### config.mk
export PLATFORM = sky130hd
export DESIGN_NAME = aximm_avmm_csr
export DESIGN_NICKNAME = d
export VERILOG_FILES = /design/src/rtl/aximm_avmm_csr.sv
export SDC_FILE = /design/constraint.sdc
export NUM_CORES = 1
export LEC_CHECK = 0
export ABC_AREA = 0
export CELL_PAD_IN_SITES_DETAIL_PLACEMENT = 2
export CELL_PAD_IN_SITES_GLOBAL_PLACEMENT = 2
export CORE_AREA = 2 2 304 306
export CTS_BUF_LIST = sky130_fd_sc_hd__clkbuf_4 sky130_fd_sc_hd__clkbuf_8
export CTS_CLUSTER_DIAMETER = 200
export DETAILED_ROUTE_END_ITERATION = 7
export DIE_AREA = 0 0 306 308
export GPL_TIMING_DRIVEN = 0
export PLACE_DENSITY = 0.63
export SYNTH_ARGS = -nofsm -noshare
export SYNTH_HDL_FRONTEND = slang
export SYNTH_SLANG_ARGS = --single-unit
### constraint.sdc
create_clock -name avmm_clk -period 24.7 [get_ports avmm_clk]
set_input_delay 6.175 -clock avmm_clk [delete_from_list [all_inputs] [get_ports avmm_clk]]
set_output_delay 6.175 -clock avmm_clk [all_outputs]
set_load 0.03 [all_outputs]
### src/rtl/aximm_avmm_csr.sv
// aximm_avmm_csr: Avalon-MM CSR page for the AXI-MM GPIO PHY traffic generator/checker.
// Decodes the PAGE register window, issues burst start pulses and returns status.
// Optional build macro: AXIMM_CSR_SNAPSHOT_EN (shadow 128-bit beats on word-0 reads).
module aximm_avmm_csr #(
    parameter logic [15:0] PAGE        = 16'h5000,
    parameter int unsigned SYNC_STAGES = 2
) (
    input  logic          avmm_clk,
    input  logic          i_avmm_rst,
    input  logic [31:0]   i_wr_addr,
    input  logic [31:0]   i_wrdata,
    input  logic          i_wren,
    input  logic          i_rden,
    output logic [31:0]   o_master_readdata,
    output logic          o_master_readdatavalid,
    output logic          o_master_waitrequest,
    output logic          o_wr_start,
    output logic          o_rd_start,
    output logic [31:0]   o_mm_addr,
    output logic [31:0]   o_wr_cfg,
    output logic [31:0]   o_rd_cfg,
    output logic [15:0]   o_delay_x,
    output logic [15:0]   o_delay_y,
    output logic [15:0]   o_delay_z,
    input  logic          i_wr_done,
    input  logic          i_rd_done,
    input  logic [3:0]    i_linkup_sts,
    input  logic [3:0]    i_test_sts,
    input  logic [127:0]  i_dout_first,
    input  logic [127:0]  i_dout_last,
    input  logic [127:0]  i_din_first,
    input  logic [127:0]  i_din_last
);
    localparam int unsigned DW = 32;
    localparam int unsigned BW = 128;
    localparam int unsigned SW = 4;
    localparam int unsigned YW = 16;

    logic              wren_q, rden_q;
    logic [DW-1:0]     wr_cfg_q, wr_cfg_d, rd_cfg_q, rd_cfg_d, mm_addr_q, mm_addr_d;
    logic [YW-1:0]     dly_x_q, dly_x_d, dly_y_q, dly_y_d, dly_z_q, dly_z_d;
    logic              wr_done_q, wr_done_d, rd_done_q, rd_done_d;
    logic              wr_start_q, wr_start_d, rd_start_q, rd_start_d;
    logic              rd_pend_q, rd_pend_d, rvalid_q, rvalid_d, wait_q, wait_d;
    logic [DW-1:0]     rd_capt_q, rd_capt_d, rdata_q, rdata_d;
    logic [SYNC_STAGES*SW-1:0] link_sync_q, test_sync_q;
    logic [SW-1:0]     link_sts, test_sts;

    logic              page_hit, beat_hit, wr_edge, rd_edge, wr_hit;
    logic [15:0]       off;
    logic [1:0]        region, word;
    logic [BW-1:0]     live_beat, src_beat;
    logic [DW-1:0]     rd_mux;
    logic              unused_ok;

`ifdef AXIMM_CSR_SNAPSHOT_EN
    logic [BW-1:0]     shadow_q [4];
`endif

    assign unused_ok = ^i_wr_addr[1:0];
    assign link_sts  = link_sync_q[SYNC_STAGES*SW-1 -: SW];
    assign test_sts  = test_sync_q[SYNC_STAGES*SW-1 -: SW];

    // Address decode and strobe edge detection; a simultaneous write wins over a read.
    always_comb begin
        page_hit = (i_wr_addr[31:16] == PAGE);
        off      = {i_wr_addr[15:2], 2'b00};
        region   = off[5:4];
        word     = off[3:2];
        beat_hit = page_hit && (off[15:6] == 10'h100);
        wr_edge  = i_wren && !wren_q;
        rd_edge  = i_rden && !rden_q && !wr_edge;
        wr_hit   = wr_edge && page_hit;
    end

    // Read mux, evaluated against the current address at the read-detect edge.
    always_comb begin
        live_beat = i_dout_first;
        case (region)
            2'd0:    live_beat = i_dout_first;
            2'd1:    live_beat = i_dout_last;
            2'd2:    live_beat = i_din_first;
            default: live_beat = i_din_last;
        endcase
        src_beat = live_beat;
`ifdef AXIMM_CSR_SNAPSHOT_EN
        if (word != 2'd0) src_beat = shadow_q[region];
`endif
        rd_mux = '0;
        if (page_hit) begin
            case (off)
                16'h1000: rd_mux = {wr_cfg_q[31:3], 1'b0, wr_cfg_q[1:0]};
                16'h1004: rd_mux = mm_addr_q;
                16'h1008: rd_mux = {26'(0), rd_done_q, wr_done_q, test_sts};
                16'h100C: rd_mux = {28'(0), link_sts};
                16'h1010: rd_mux = {rd_cfg_q[31:3], 1'b0, rd_cfg_q[1:0]};
                16'h2000: rd_mux = {16'(0), dly_x_q};
                16'h2004: rd_mux = {16'(0), dly_y_q};
                16'h2008: rd_mux = {16'(0), dly_z_q};
                default: begin
                    if (beat_hit) begin
                        case (word)
                            2'd0:    rd_mux = src_beat[31:0];
                            2'd1:    rd_mux = src_beat[63:32];
                            2'd2:    rd_mux = src_beat[95:64];
                            default: rd_mux = src_beat[127:96];
                        endcase
                    end
                end
            endcase
        end
    end

    // Next state for registers, start pulses, sticky done bits and the read handshake.
    always_comb begin
        wr_cfg_d   = {wr_cfg_q[31:3], 1'b0, wr_cfg_q[1:0]};
        rd_cfg_d   = {rd_cfg_q[31:3], 1'b0, rd_cfg_q[1:0]};
        mm_addr_d  = mm_addr_q;
        dly_x_d    = dly_x_q;
        dly_y_d    = dly_y_q;
        dly_z_d    = dly_z_q;
        wr_start_d = 1'b0;
        rd_start_d = 1'b0;
        if (wr_hit) begin
            case (off)
                16'h1000: begin wr_cfg_d = i_wrdata; wr_start_d = i_wrdata[2]; end
                16'h1004: mm_addr_d = i_wrdata;
                16'h1010: begin rd_cfg_d = i_wrdata; rd_start_d = i_wrdata[2]; end
                16'h2000: dly_x_d = i_wrdata[15:0];
                16'h2004: dly_y_d = i_wrdata[15:0];
                16'h2008: dly_z_d = i_wrdata[15:0];
                default: ;
            endcase
        end
        // A start-bit write clears the sticky done bit even when the done pulse coincides.
        wr_done_d = wr_start_d ? 1'b0 : (wr_done_q || i_wr_done);
        rd_done_d = rd_start_d ? 1'b0 : (rd_done_q || i_rd_done);
        rd_pend_d = rd_edge;
        rd_capt_d = rd_edge ? rd_mux : rd_capt_q;
        wait_d    = rd_edge;
        rvalid_d  = rd_edge ? 1'b0 : (rd_pend_q ? 1'b1 : rvalid_q);
        rdata_d   = rd_pend_q ? rd_capt_q : rdata_q;
    end

    // State registers; strobe copies reset high so a strobe held through reset does not fire.
    always_ff @(posedge avmm_clk or posedge i_avmm_rst) begin
        if (i_avmm_rst) begin
            wren_q      <= 1'b1;
            rden_q      <= 1'b1;
            wr_cfg_q    <= '0;
            rd_cfg_q    <= '0;
            mm_addr_q   <= '0;
            dly_x_q     <= '0;
            dly_y_q     <= '0;
            dly_z_q     <= '0;
            wr_done_q   <= 1'b0;
            rd_done_q   <= 1'b0;
            wr_start_q  <= 1'b0;
            rd_start_q  <= 1'b0;
            rd_pend_q   <= 1'b0;
            rd_capt_q   <= '0;
            rdata_q     <= '0;
            rvalid_q    <= 1'b0;
            wait_q      <= 1'b1;
            link_sync_q <= '0;
            test_sync_q <= '0;
        end else begin
            wren_q      <= i_wren;
            rden_q      <= i_rden;
            wr_cfg_q    <= wr_cfg_d;
            rd_cfg_q    <= rd_cfg_d;
            mm_addr_q   <= mm_addr_d;
            dly_x_q     <= dly_x_d;
            dly_y_q     <= dly_y_d;
            dly_z_q     <= dly_z_d;
            wr_done_q   <= wr_done_d;
            rd_done_q   <= rd_done_d;
            wr_start_q  <= wr_start_d;
            rd_start_q  <= rd_start_d;
            rd_pend_q   <= rd_pend_d;
            rd_capt_q   <= rd_capt_d;
            rdata_q     <= rdata_d;
            rvalid_q    <= rvalid_d;
            wait_q      <= wait_d;
            link_sync_q <= {link_sync_q[(SYNC_STAGES-1)*SW-1:0], i_linkup_sts};
            test_sync_q <= {test_sync_q[(SYNC_STAGES-1)*SW-1:0], i_test_sts};
        end
    end

`ifdef AXIMM_CSR_SNAPSHOT_EN
    // Capture the whole beat on a word-0 read so words 1-3 come from the same instant.
    always_ff @(posedge avmm_clk or posedge i_avmm_rst) begin
        if (i_avmm_rst) begin
            for (int i = 0; i < 4; i++) shadow_q[i] <= '0;
        end else if (rd_edge && beat_hit && (word == 2'd0)) begin
            shadow_q[region] <= live_beat;
        end
    end
`endif

    assign o_master_readdata      = rdata_q;
    assign o_master_readdatavalid = rvalid_q;
    assign o_master_waitrequest   = wait_q;
    assign o_wr_start             = wr_start_q;
    assign o_rd_start             = rd_start_q;
    assign o_mm_addr              = mm_addr_q;
    assign o_wr_cfg               = wr_cfg_q;
    assign o_rd_cfg               = rd_cfg_q;
    assign o_delay_x              = dly_x_q;
    assign o_delay_y              = dly_y_q;
    assign o_delay_z              = dly_z_q;

endmodule

==> key figures, run 1 <==
GRT
  • Met2 usage: 0.348
  • Met1 usage: 0.224
  • GRT Max-Usage Layer: met2
  • GRT met3 Usage: 0.0619
  • Tot GR Track Use: 0.196
  • Initial antenna violation count: 25
  • First-pass GRT wire length: 129 mm
  • Vias in the first global route: 15700
  • Total congestion overflow: 0
  • Pin count of the biggest net entering global routing: 122

Clocking
  • Resized Gates After CTS: 0
  • Maximum clock insertion buffer count: 3
  • Clock-pin transition on the worst setup and hold timing paths: 0.06 ns
  • CTS sink cnt: 231
  • CTS root buf: clkbuf_8
  • Worst skew pair latency: 0.62 ns
  • Hold_buf cts: 0
  • CTS H-tree lvls: 2
  • CTS tree: done
  • CTS Buf Count: 45
  • # Post-CTS Setup Buffers: 0

Power
  • Pwr dens: 44.1 nW/um^2
  • Register share of total power: 0.360
  • Net Sw Frac: 0.265
  • Pint: 779 uW
  • Leakage: 0.00949 uW
  • Clk pwr share: 0.433
  • Sw power: 281 uW
  • Combinational power share: 0.208
  • Max VDD drop: 0.0335 mV

Synthesis
  • Multiplexer area fraction after synthesis: 0.378
  • Register area share after synthesis: 0.420
  • Top FF cell, synth: dfrtp_1
  • Syn avg cell area: 13.6 sq um
  • Post-synthesis simple-gate area fraction: 0.0737
  • EDFF count, synth: 0
  • Post-Syn Area: 13800 sq um
  • Synth warnings: 0
  • Number of synthesized register bits: 231
  • Largest family of logic cells by synthesized area: multiplexers
  • Compound-cell area share of the yosys netlist: 0.0957
  • Post-Synth XOR/XNOR Area: 0
  • Post-Synth Adder-Cell Area: 0
  • Fraction of registers with async set/reset: 1.00
  • Synth cell types: 54
  • Synth Instances: 1014
  • Syn_nets: 1604

STA
  • Min cycle time layout: 9.62 ns
  • Hold Violations, Final: 0
  • FMAX: 0.104 GHz
  • Setup ws final: 15.08 ns
  • Max Slew Vio Count: 0
  • RSZ-0062 raised after global routing: false
  • Tcrit/Tclk final: 0.389
  • Worst-margin pin slew: 1.26 ns
  • Min Hold Slack: 0.351 ns
  • Slew margin rel.: 0.154
  • Final Skew: 0.0470 ns
  • Final setup violation count: 0
  • Setup tns final: 0 ns

Floorplanning
  • Die span in y: 308 um
  • Die Area: 94200 sq um
  • Ports: 770
  • Core ar.: 91000 sq um
  • Num rows: 111
  • Initial Utilization: 0.151
  • Die X: 306 um

Critical path
  • Worst Setup Path Type: input port to flip-flop
  • CP peak stage delay: 0.89 ns
  • Family with the most delay on the worst path: buffers and inverters
  • Worst path cell trace: clkdlybuf4s50_1 -> clkbuf_1 -> clkbuf_1 -> mux4_2 -> a22oi_1 -> nand2_1 -> a22oi_1 -> o21ai_1
  • Crit Path Max Fanout: 10
  • Req. time, crit path: 25.17 ns
  • Crit end category: flip-flop
  • Crit path buf inv count: 3
  • Slowest stage cell, crit path: clkbuf_1
  • Critical path startpoint category: input port
  • Worst EP arrival: 10.09 ns

Placed design
  • Setup WS pre-CTS: 14.42 ns
  • Placed Cells: 2967
  • Final Wtd Congestion: 0.961
  • Post-DP HPWL: 78.7 mm
  • Number of port buffers: 766

Run status
  • Outcome: complete, no violations

Layout
  • Fill cells: 9853
  • Net count reported at finish: 2418
  • Syn-to-layout area delta: 74.9%
  • Leading cell type in the layout, fill and taps excluded: clkdlybuf4s50_1
  • Post-Layout Cell Count: 3067
  • Most frequent cells in the layout: clkdlybuf4s50_1 (766), dfrtp_1 (228), mux2_2 (182)
  • Layout cell share with drive strength beyond 1: 0.252

Drt
  • Vias: 13500
  • Vias per inst: 4.40
  • Routed Antenna Nets: 0
  • Number of remaining DRC errors: 0
  • Wirelength, routed: 94.8 mm
  • Pre-Repair DR Iteration Count: 7
  • Initial drt markers: 793
  • Routed wire per std cell: 30.9 um

Flow run
  • Max_cap viols: 0

Hold path
  • Hold WC Path Type: flip-flop to flip-flop
## cell type report
class                   count  area [sq um]  area share
well taps                1186          1480      0.0617
multi-input cells         686          7540       0.313
clock buffers              69           887      0.0369
plain buffers              95           442      0.0184
clock inverters            14           183     0.00759
inverters                   2          15.0    0.000624
repair buffers            767          7690       0.320
diodes                     17          42.5     0.00177
flip-flops and latches    231          5780       0.240
## cells in the mapped netlist (5+ instances only)
cell      count  area share
o221ai_1     12      0.0076
nand3_1      21      0.0076
a222oi_1     25       0.018
nor2_1       26      0.0071
mux2_2      182        0.15
dfrtp_1     228        0.41
buf_2        26      0.0095
mux2i_1       5      0.0036
nor4_1       15      0.0068
nand2_1      54       0.015
buf_4         8      0.0044
and3_1       11      0.0050
a22oi_1      83       0.045
clkbuf_1     51       0.014
nor4_4        6      0.0093
nor2b_1       5      0.0023
a21oi_1      11      0.0040
o21ai_0       6      0.0022
mux4_2      117        0.19
buf_1         7      0.0019
mux2_4       30       0.033
o21ai_1      25      0.0091
## worst paths after layout
kind                                 from              to  slack, ns  depth (start not counted)
setup / recovery             i_wr_addr[5]    rd_capt_q[6]      15.08                          8
hold / removal             test_sync_q[1]  test_sync_q[5]       0.35                          0
setup reg to reg                   wren_q   rd_capt_q[29]      21.68                          8
hold reg to reg            test_sync_q[1]  test_sync_q[5]       0.35                          0
max in group asynchronous      i_avmm_rst    o_rd_cfg[13]      17.40                          3
min in group asynchronous      i_avmm_rst    o_rd_cfg[17]       6.19                          2
## sequential cells by signal (all words and copies together) (netlist names)
register and flops:
o_master_readdata 32, o_mm_addr 32, o_rd_cfg 32, o_wr_cfg 32, rd_capt_q 32, o_delay_x 16, o_delay_y 16, o_delay_z 16
link_sync_q 8, test_sync_q 8, o_master_readdatavalid 1, o_master_waitrequest 1, rd_done_q 1, rd_pend_q 1, rden_q 1, wr_done_q 1
wren_q 1
## worst reg2reg max path: cells and delay by family, from the launching register on
family | cells | cell delay [ns]
simple gates | 3 | 0.62
flops | 1 | 0.51
compound gates | 2 | 0.30
buf+inv | 3 | 1.48
## logic make-up after synthesis
family	after synthesis
AND/OR/NAND/NOR	173
multiplexers	335
flip-flops	231
buffers and inverters	97
AO/OA/AOI/OAI	178
## power by group through the flow
stage                     Combinational (uW)  Sequential [uW]  Clock (uW)
after global routing                     234              381         490
after CTS                                226              381         476
final                                    220              381         459
after floorplan                         72.4              389           0
after detailed placement                 224              388           0
after global placement                   220              388           0
## through the flow
stage | util | total power, uW | instance area, sq um
final | 0.265 | 1060 | 24100
after global routing | 0.264 | 1100 | 24100
after CTS | 0.264 | 1080 | 24000
after detailed placement | 0.252 | 612 | 23000
after global placement | 0.252 | 608 | 22900
after floorplan | - | 461 | 13800
## metal layers
| metal | vias to the layer above | part of all wire | wire [um] |
|---|---|---|---|
| met5 | - | 0.0012 | 112 |
| met4 | 16 | 0.025 | 2370 |
| met3 | 113 | 0.076 | 7180 |
| met2 | 601 | 0.51 | 48000 |
| met1 | 7034 | 0.39 | 37200 |
| li1 | 5744 | - | - |
No activity file was read; power rests on OpenSTA's default activity.
==> inputs of run 2 (changes only) <==
--- a/config.mk
+++ b/config.mk
@@ -8,13 +8,13 @@
 export ABC_AREA = 0
 export CELL_PAD_IN_SITES_DETAIL_PLACEMENT = 2
 export CELL_PAD_IN_SITES_GLOBAL_PLACEMENT = 2
-export CORE_AREA = 2 2 304 306
+export CORE_AREA = 2 2 302 304
 export CTS_BUF_LIST = sky130_fd_sc_hd__clkbuf_4 sky130_fd_sc_hd__clkbuf_8
 export CTS_CLUSTER_DIAMETER = 200
 export DETAILED_ROUTE_END_ITERATION = 7
-export DIE_AREA = 0 0 306 308
+export DIE_AREA = 0 0 304 306
 export GPL_TIMING_DRIVEN = 0
-export PLACE_DENSITY = 0.63
+export PLACE_DENSITY = 0.66
 export SYNTH_ARGS = -nofsm -noshare
 export SYNTH_HDL_FRONTEND = slang
 export SYNTH_SLANG_ARGS = --single-unit
==> constraint.sdc (replaced) <==
create_clock -name avmm_clk -period 8.6 [get_ports avmm_clk]
set_input_delay 2.15 -clock avmm_clk [delete_from_list [all_inputs] [get_ports avmm_clk]]
set_output_delay 2.15 -clock avmm_clk [all_outputs]
set_load 0.03 [all_outputs]
==> key figures, run 2 (same netlist as run 1, synthesis figures left out) <==
Floorplanning
  • Die Area: 93000 sq um
  • Core ar.: 89600 sq um
  • Die X: 304 um
  • Ports: 770
  • Initial Utilization: 0.154
  • Die span in y: 306 um
  • Num rows: 110

GRT
  • Total congestion overflow: 0
  • Pin count of the biggest net entering global routing: 118
  • First-pass GRT wire length: 131 mm
  • Vias in the first global route: 15200
  • Tot GR Track Use: 0.200
  • Initial antenna violation count: 9

Clocking
  • Maximum clock insertion buffer count: 3
  • CTS Buf Count: 45
  • # Post-CTS Setup Buffers: 0
  • CTS tree: done
  • Hold_buf cts: 0
  • Clock-pin transition on the worst setup and hold timing paths: 0.06 ns
  • CTS H-tree lvls: 2
  • Resized Gates After CTS: 0
  • CTS root buf: clkbuf_8
  • CTS sink cnt: 231
  • Worst skew pair latency: 0.61 ns

STA
  • Slew margin rel.: 0.157
  • Worst-margin pin slew: 1.27 ns
  • RSZ-0062 raised after global routing: false
  • Final Skew: 0.0201 ns
  • Setup ws final: 3.18 ns
  • Final setup violation count: 0
  • Min cycle time layout: 5.42 ns
  • Max Slew Vio Count: 0
  • Tcrit/Tclk final: 0.630
  • Setup tns final: 0 ns
  • Min Hold Slack: 0.349 ns
  • FMAX: 0.184 GHz
  • Hold Violations, Final: 0

Critical path
  • Slowest stage cell, crit path: clkbuf_1
  • Reg-to-Reg End: rd_capt_q[4]
  • Reg-to-Reg Start: wren_q
  • CP peak stage delay: 0.93 ns
  • Worst Reg2Reg Path Length in Cells: 8
  • Worst EP arrival: 5.88 ns
  • Critical path startpoint category: input port
  • Worst Setup Path Type: input port to flip-flop
  • Crit end category: flip-flop
  • Crit Path Max Fanout: 10
  • Worst path cell trace: clkdlybuf4s50_1 -> clkbuf_1 -> clkbuf_1 -> mux4_2 -> a22oi_1 -> nand2_1 -> a22oi_1 -> o21ai_1
  • Req. time, crit path: 9.05 ns
  • FF-to-FF setup slack: 5.74 ns

Hold path
  • Hold Path Sink: link_sync_q[6]
  • Hold wc startpoint: link_sync_q[2]
  • Hold WC Path Type: flip-flop to flip-flop
  • Hold path cells: 0

Drt
  • Routed Antenna Nets: 0
  • Vias per inst: 4.38
  • Wirelength, routed: 94.7 mm
  • Vias: 13300
  • Number of remaining DRC errors: 0
  • Routed wire per std cell: 31.1 um
  • Routed wl met3: 5.22 mm
  • Pre-Repair DR Iteration Count: 6
  • Top Metal Used: met5
  • Metal2 WL: 48.9 mm
  • Met1 wire length: 39.3 mm
  • Initial drt markers: 707

Layout
  • Leading cell type in the layout, fill and taps excluded: clkdlybuf4s50_1
  • Most frequent cells in the layout: clkdlybuf4s50_1 (766), dfrtp_1 (228), mux2_2 (182)
  • Fill cells: 9662
  • Post-route cell area: 24000 sq um
  • Layout cell share with drive strength beyond 1: 0.251
  • Net count reported at finish: 2419
  • Post-Layout Cell Count: 3045
  • Syn-to-layout area delta: 74.1%

Placed design
  • Setup WS pre-CTS: 2.44 ns
  • Placed instance area: 22900 sq um
  • Number of port buffers: 766
  • Final Wtd Congestion: 0.952
  • Placed Cells: 2958
  • Post-DP HPWL: 79.0 mm

Power
  • Max VDD drop: 0.0800 mV
  • Pwr dens: 124 nW/um^2
  • Leakage: 0.00945 uW

Run status
  • Outcome: complete, no violations

Flow run
  • Max_cap viols: 0
-- run 2: cell count changes in the layout (fill, tap and decap cells not counted), sizes merged --
cell      before  now
diode         17    7
clkbuf       120  122
clkinv         7    5
buf           45   46
bufinv         4    3
clkinvlp       1    0
inv            4    3
-- run 2: area by class of cell --
class	instances	area, sq um	share of cell area
Timing Repair Buffer	768	7700	0.321
Buffer	95	442	0.0184
Clock inverter	9	124	0.00517
Antenna cell	7	17.5	0.000731
Tap cell	1176	1470	0.0614
Sequential cell	231	5780	0.241
Multi-Input combinational cell	686	7530	0.314
Inverter	2	15.0	0.000627
Clock buffer	71	877	0.0366
-- run 2: routing by layer --
| layer | GRT usage | vias to the layer above |
|---|---|---|
| li1 | - | 5729 |
| met1 | 0.245 | 7013 |
| met2 | 0.363 | 507 |
| met3 | 0.0446 | 73 |
| met4 | 0.0317 | 6 |
| met5 | 0 | - |
-- run 2: power by group --
part	internal, uW	switching, uW	leakage (uW)	total, uW
combinational	362	264	0.00575	626
clock	736	512	0.000536	1250
sequential	1090	1.76	0.00317	1100
-- run 2: worst max path at each step --
| stage | from | depth (start not counted) | endpoint | slack, ns |
|---|---|---|---|---|
| after floorplan | i_avmm_rst | 1 | link_sync_q[0] | 0.12 |
| after global placement | i_avmm_rst | 2 | link_sync_q[6] | -3.08 |
| after detailed placement | i_wr_addr[5] | 8 | rd_capt_q[5] | 2.44 |
| after CTS | i_wr_addr[5] | 8 | rd_capt_q[5] | 3.11 |
| after global routing | i_wr_addr[5] | 8 | rd_capt_q[0] | 2.97 |
| final | i_wr_addr[5] | 8 | rd_capt_q[17] | 3.18 |
-- run 2: worst max-delay path, delay by kind of cell --
kind,cells,cell delay (ns)
mux,1,0.42
simple gates,1,0.31
compound gates,3,0.59
buf+inv,3,2.35
-- run 2: through the flow --
step,total power (uW),util
global route,3110,0.267
CTS,3040,0.267
detailed placement,1760,0.256
floorplan,1320,-
finish,2970,0.267
global placement,1750,0.256
